==> src/rtl/stupidrv_pkg.sv <==
// stupidrv_pkg: shared types and constants for the stupidrv memory sequencer
//   state_e  : sequencer FSM states
//   NOP      : instruction presented to the core while no real fetch has landed
//   RST_HOLD : extra cycles held in RST after core_reset drops
package stupidrv_pkg;
   typedef enum logic [2:0] {RST, FETCH, DECODE, DATA, EXEC} state_e;
   localparam logic [31:0] NOP = 32'h0000_0013;
   localparam logic [1:0] RST_HOLD = 2'd2;
endpackage

==> src/rtl/stupidrv_memctrl.sv <==
// stupidrv_memctrl: runs the stupidrv core from one shared single-port memory
//   clock, resetn          : clock and synchronous active-low reset
//   halt                   : holds the core stalled in EXEC
//   core_reset, core_stall : reset and stall driven to the core
//   core_imem_*            : next-pc from core, registered instruction to core
//   core_dmem_*            : core data request in, registered load data out
//   mem_*                  : shared memory port (valid/ready handshake)
//   instret                : retired-instruction count
module stupidrv_memctrl
   import stupidrv_pkg::*;
#(
   parameter logic [31:0] RESET_ADDR = 32'h0000_0000
) (
   input  logic        clock,
   input  logic        resetn,
   input  logic        halt,
   output logic        core_reset,
   output logic        core_stall,
   input  logic [31:0] core_imem_addr,
   output logic [31:0] core_imem_data,
   input  logic        core_dmem_valid,
   input  logic [31:0] core_dmem_addr,
   input  logic [3:0]  core_dmem_wstrb,
   input  logic [31:0] core_dmem_wdata,
   output logic [31:0] core_dmem_rdata,
   output logic        mem_valid,
   output logic [31:0] mem_addr,
   output logic [3:0]  mem_wstrb,
   output logic [31:0] mem_wdata,
   input  logic [31:0] mem_rdata,
   input  logic        mem_ready,
   output logic [31:0] instret
);
   state_e      state_q, state_d;
   logic [1:0]  rst_cnt_q, rst_cnt_d;
   logic        core_reset_q;
   logic [31:0] fetch_addr_q, fetch_addr_d;
   logic [31:0] imem_q, imem_d;
   logic [31:0] dmem_rdata_q, dmem_rdata_d;
   logic [31:0] instret_q, instret_d;
   logic [31:0] data_addr_q, data_addr_d;
   logic [3:0]  data_wstrb_q, data_wstrb_d;
   logic [31:0] data_wdata_q, data_wdata_d;

   always_ff @(posedge clock) begin
      if (!resetn) begin
         state_q      <= RST;
         rst_cnt_q    <= 2'd0;
         core_reset_q <= 1'b1;
         fetch_addr_q <= RESET_ADDR;
         imem_q       <= NOP;
         dmem_rdata_q <= 32'd0;
         instret_q    <= 32'd0;
         data_addr_q  <= 32'd0;
         data_wstrb_q <= 4'd0;
         data_wdata_q <= 32'd0;
      end else begin
         state_q      <= state_d;
         rst_cnt_q    <= rst_cnt_d;
         core_reset_q <= 1'b0;
         fetch_addr_q <= fetch_addr_d;
         imem_q       <= imem_d;
         dmem_rdata_q <= dmem_rdata_d;
         instret_q    <= instret_d;
         data_addr_q  <= data_addr_d;
         data_wstrb_q <= data_wstrb_d;
         data_wdata_q <= data_wdata_d;
      end
   end

   always_comb begin
      state_d      = state_q;
      rst_cnt_d    = rst_cnt_q;
      fetch_addr_d = fetch_addr_q;
      imem_d       = imem_q;
      dmem_rdata_d = dmem_rdata_q;
      instret_d    = instret_q;
      data_addr_d  = data_addr_q;
      data_wstrb_d = data_wstrb_q;
      data_wdata_d = data_wdata_q;
      case (state_q)
         RST: begin
            // hold long enough for the core's own registered reset to clear
            rst_cnt_d = rst_cnt_q == RST_HOLD ? rst_cnt_q : rst_cnt_q + 2'd1;
            state_d   = rst_cnt_q == RST_HOLD ? FETCH : RST;
         end
         FETCH: begin
            imem_d  = mem_ready ? mem_rdata : imem_q;
            state_d = mem_ready ? DECODE : FETCH;
         end
         DECODE: begin
            // the core's data request is only trustworthy once it sees the new instruction
            data_addr_d  = core_dmem_valid ? core_dmem_addr : data_addr_q;
            data_wstrb_d = core_dmem_valid ? core_dmem_wstrb : data_wstrb_q;
            data_wdata_d = core_dmem_valid ? core_dmem_wdata : data_wdata_q;
            state_d      = core_dmem_valid ? DATA : EXEC;
         end
         DATA: begin
            dmem_rdata_d = mem_ready ? mem_rdata : dmem_rdata_q;
            state_d      = mem_ready ? EXEC : DATA;
         end
         EXEC: begin
            // core commits on this edge when unstalled; capture its next pc
            fetch_addr_d = halt ? fetch_addr_q : core_imem_addr;
            instret_d    = halt ? instret_q : instret_q + 32'd1;
            state_d      = halt ? EXEC : FETCH;
         end
         default: state_d = RST;
      endcase
   end

   always_comb begin
      mem_valid  = state_q == FETCH || state_q == DATA;
      mem_addr   = (state_q == DATA ? data_addr_q : fetch_addr_q) & 32'hFFFF_FFFC;
      mem_wstrb  = state_q == DATA ? data_wstrb_q : 4'h0;
      mem_wdata  = data_wdata_q;
      core_stall = state_q == EXEC ? halt : 1'b1;
   end

   assign core_reset      = core_reset_q;
   assign core_imem_data  = imem_q;
   assign core_dmem_rdata = dmem_rdata_q;
   assign instret         = instret_q;
endmodule

==> config.mk <==
export PLATFORM = sky130hd
export DESIGN_NAME = stupidrv_memctrl
export DESIGN_NICKNAME = d
export VERILOG_FILES = /design/src/rtl/stupidrv_pkg.sv /design/src/rtl/stupidrv_memctrl.sv
export SDC_FILE = /design/constraint.sdc
export NUM_CORES = 1
export LEC_CHECK = 0
export ABC_AREA = 1
export ABC_CLOCK_PERIOD_IN_PS = 1900
export CAP_MARGIN = 0
export CORE_ASPECT_RATIO = 2
export CORE_MARGIN = 8
export CORE_UTILIZATION = 44
export CTS_CLUSTER_SIZE = 25
export DETAILED_ROUTE_END_ITERATION = 8
export GPL_TIMING_DRIVEN = 0
export PLACE_DENSITY = 0.8
export SYNTH_ARGS = -nofsm -noshare
export SYNTH_HDL_FRONTEND = slang
export SYNTH_SLANG_ARGS = --single-unit
==> constraint.sdc <==
create_clock -name clock -period 1.9 [get_ports clock]
set_input_delay 0.475 -clock clock [delete_from_list [all_inputs] [get_ports clock]]
set_output_delay 0.475 -clock clock [all_outputs]
set_load 0.02 [all_outputs]
==> impl_summary.md <==
Synth
Counting flops with an async set or reset pin after synthesis yields a share of 0%. After synthesis the cells add up to about 0.008 mm2. Yosys printed 0 warnings. Of the post-synthesis cell area, the part taken by muxes is 0%.

Counting flops with a built-in enable in the synthesized netlist gives 0. In this run, distinct cell masters in the synthesized netlist total 35. The post-synthesis xor/xnor area fraction is 0.1096%. The total of flip-flops plus latches after synthesis is ~200. The post-synthesis adder-cell area fraction is less than 1%. Summing the areas of all and, or, nand and nor instances in the mapped netlist gives roughly a quarter of the synthesized area. The synthesized-area fraction occupied by ao, oa, aoi and oai cells is 15.88%. The mean cell area of the mapped netlist is ~7.3 um2. The sequential cell area fraction in the yosys report is 49.62%. The dominant combinational cell family by area after synthesis is simple AND/OR/NAND/NOR gates. Among all flip-flop cells after synthesis, the most frequent one is dfxtp_1. The cell count after synthesis came out at 1097.

STA
The share of the cycle needed by the critical path after routing is 112.0%. The worst path in the final design needs a cycle of 2.127 ns, including I/O delays and setup. The final-report setup violation count is 34. Across the routed clock network, the largest skew measured is approximately 0.012 ns. Headroom to the max-slew limit came out at 59.71%.

The worst-case setup margin in the final layout is -0.2274 ns. The count of endpoints failing hold in the final timing report is 0. Setup repair after global routing could not meet its margin everywhere.

The transition time of the tightest slew-check pin is slightly above 0.6 ns. The highest attainable clock frequency is around 470 MHz. The number of slew-limit violations in the final report is 0.

Power
Summed over all cells, the static leakage comes to between 5 and 6 nW. The design internal power is ~7.3 mW. The total power after layout is ~10 mW. The share of total power dissipated in the clock network is approximately two fifths. VDD sags by at most about 640 uV.

The proportion of power drawn by flip-flops and latches is 44.9%. Of the total power, the share spent switching nets is 26.56%. The total power per unit cell area is ~820 mW/mm2. The proportion of power drawn by combinational gates is 14.8%. The switching power is about 2.6 mW.

Cells and area
In the final layout, the share of cells above drive strength 1 is 12.61%. Leaving out filler cells and counting taps, the final layout contains 1660. In the layout the commonest cells are nor2_1 (242), dfxtp_1 (195), nand2_1 (164), clkdlybuf4s50_1 (147), o21ai_0 (139).

The post-synthesis to final-layout area growth is 52.63%. The number of nets in the layout is roughly 1.6k. Leaving out fill and tap cells, the most frequent cell in the layout is nor2_1.

Worst setup path
The worst setup path is launched from a flop. The highest-delay cell along the critical path is dfxtp_2. The startpoint identified for the worst register-to-register timing path is instret[0]. Of all nets on the critical path, the largest fanout is 8.

Traced cell by cell, the critical path runs through inv_2 -> nand2_4 -> nor2_4 -> buf_12 -> buf_8 -> clkbuf_16 -> nand2_2 -> o21ai_1 -> buf_4. Counting cells, the worst reg-to-reg path comes to 10. In this run the worst setup path begins at state_q[2]. The critical path in this run is classified as flop to output port. STA puts the critical path data arrival time at approximately 1.7 ns.

The largest incremental delay on the critical path is ~0.33 ns. Data on the critical path is required at its endpoint by around 1.4 ns. The capturing element type of the critical path is an output port.

Die
just over 300 I/O pins were placed. The die height is about 210 um. The die covers between 0.02 and 0.025 mm2. In this run the horizontal extent of the chip is around 110 um. The effective utilization at floorplan is 44.91%. The site row count is 69. The total area inside the core boundary comes to roughly 0.018 mm2.

Route
The aggregate routed wire length is ~30000 um. The routed length on met1 is approximately 10000 um. For this run, design rule violations remaining after detail routing come to 0. The per-cell via count in the routed design is between 5 and 6. The remaining antenna violation count is 0.

The detailed-route wire length per cell is 17.86 um. The first-pass detailed-route iteration total is 5. The topmost layer with routed signal wires is met4. The total number of vias is between 8k and 9k. The total met3 wirelength after detailed routing is around 1800 um.

Wire segments on met2 add up to 16160 um in the final route. In this run, the number of DRC markers left after iteration 0 of detailed routing was around 440.

Clock tree
The number of clock buffers added by TritonCTS is 17. The TritonCTS clock tree is built. Counting along the longest clock path gives a buffer depth of 2.

After clock tree synthesis, the clock-pin slew on the worst setup and hold paths is around 0.07 ns. The tree is rooted in a clkbuf_16. The deepest level of the CTS H-tree is 4.

The worst-skew pair later-pin latency is about 0.44 ns. The sink count of the clock tree is 198.

GRT
The number of global-route vias before repair is roughly 8.4k. The number of antenna violations at the first check in global routing is 4. The pin count of the biggest net entering global routing is 20. The overall routing resource usage is around a quarter.

The global-route wire length before repair is ~45000 um. Global routing finished with a remaining overflow of 0.

Place
Port buffering added just under 300 buffers. The total half-perimeter wirelength after legalization and detailed placement is roughly 23000 um. The instance count after placement with tap cells included is approximately 1.6k.

Routability-driven placement finished with a final weighted congestion of about 0.9.

Status
The run finished, with violations left. The final reports fail on setup timing.

Worst hold path
The worst hold path passes through 2 cells. The hold path startpoint is fetch_addr_q[16]. The kind of path behind the tightest hold check is flop to flop.

Flow run
Across the run, the number of max-cap violations was 0.
[cells by family (layout without fill, tap and decap cells)]
group           Yosys count  after routing
other cells               1              6
buf+inv                 152            497
flops                   198            198
compound gates          251            251
fa+ha+maj                 2              2
xor+xnor                  1              1
simple gates            492            492
[cells in the mapped netlist (3+ instances only)]
cell type	count	area [um2]
a21oi_1	79	395.4
a31oi_1	3	18.77
buf_2	17	85.08
buf_4	6	45.04
buf_6	7	78.83
clkbuf_1	32	120.1
dfxtp_1	198	3964
inv_1	80	300.3
inv_2	7	26.28
nand2_1	179	671.9
nand2_2	3	18.77
nand3_1	26	130.1
nand3_2	3	30.03
nand4_1	10	62.56
nor2_1	244	915.9
nor2_2	8	50.05
nor2_4	4	45.04
nor3_1	5	25.02
o21ai_0	159	795.8
o21ai_1	7	35.03
[layout make-up]
type                            count  area, um2
Clock inverter                     15      236.5
Antenna cell                        4      10.01
Multi-Input combinational cell    748       3452
Sequential cell                   198       3973
Clock buffer                       17      425.4
Timing Repair Buffer              314       3089
Inverter                           88      334.1
Tap cell                          213      266.5
Fill cell                        1479       5593
Buffer                             63      405.4
[critical path, delay by kind of cell (launching register included)]
family,cells,cell delay [ns]
AOI/OAI and AO/OA,1,0.07
buffers and inverters,5,0.61
DFF,1,0.33
and+or+nand+nor,3,0.20
[stage by stage]
step / util, % / setup TNS, ns / hold slack [ns] / instance area, um2 / setup slack [ns]
floorplan: - / 0 / 0.4240 / 7991 / 0.1359
global placement: 63.09 / -28.13 / 0.4334 / 11220 / -0.9651
detailed placement: 63.09 / -31.87 / 0.4390 / 11220 / -0.9805
CTS: 67.32 / -7.611 / 0.4500 / 11970 / -0.2801
global route: 68.55 / -8.239 / 0.4736 / 12190 / -0.2973
finish: 68.55 / -5.503 / 0.4496 / 12190 / -0.2274
[path summary, 6_finish.rpt]
check,end,slack [ns]
hold reg to reg,fetch_addr_q[16],0.45
setup / recovery,mem_addr[29],-0.23
setup reg to reg,instret[14],0.11
hold / removal,fetch_addr_q[16],0.45
[power by group through the flow]
stage               registers (mW)  clock network, mW  logic (mW)
detailed placement            4.55                  0        1.47
floorplan                     4.70                  0       0.539
finish                        4.46               4.02        1.47
global route                  4.49               4.26        1.59
CTS                           4.47               4.08        1.47
global placement              4.54                  0        1.45
[what timing repair did]
item | in CTS | in global routing
buffers inserted | 10 | 5
resized for setup | 339 | 68
gates cloned | 3 | 0
setup endpoints to repair | 102 | 82
pin swaps | 4 | 4
hold buffers | 0 | 0
[sequential cells by signal (all words and copies together), names as in the netlist]
register,cells
core_dmem_rdata,32
core_imem_data,32
core_reset,1
data_addr_q,30
data_wstrb_q,4
fetch_addr_q,30
instret,32
mem_wdata,32
rst_cnt_q,2
state_q,3
[metal layers]
layer / global-route usage [%] / up-vias
met1: 23.47 / 3883
met4: 13.99 / 0
met3: 6.655 / 73
li1: - / 4179
met2: 47.38 / 312
met5: 0 / -
Power figures use the tool's default switching activity.
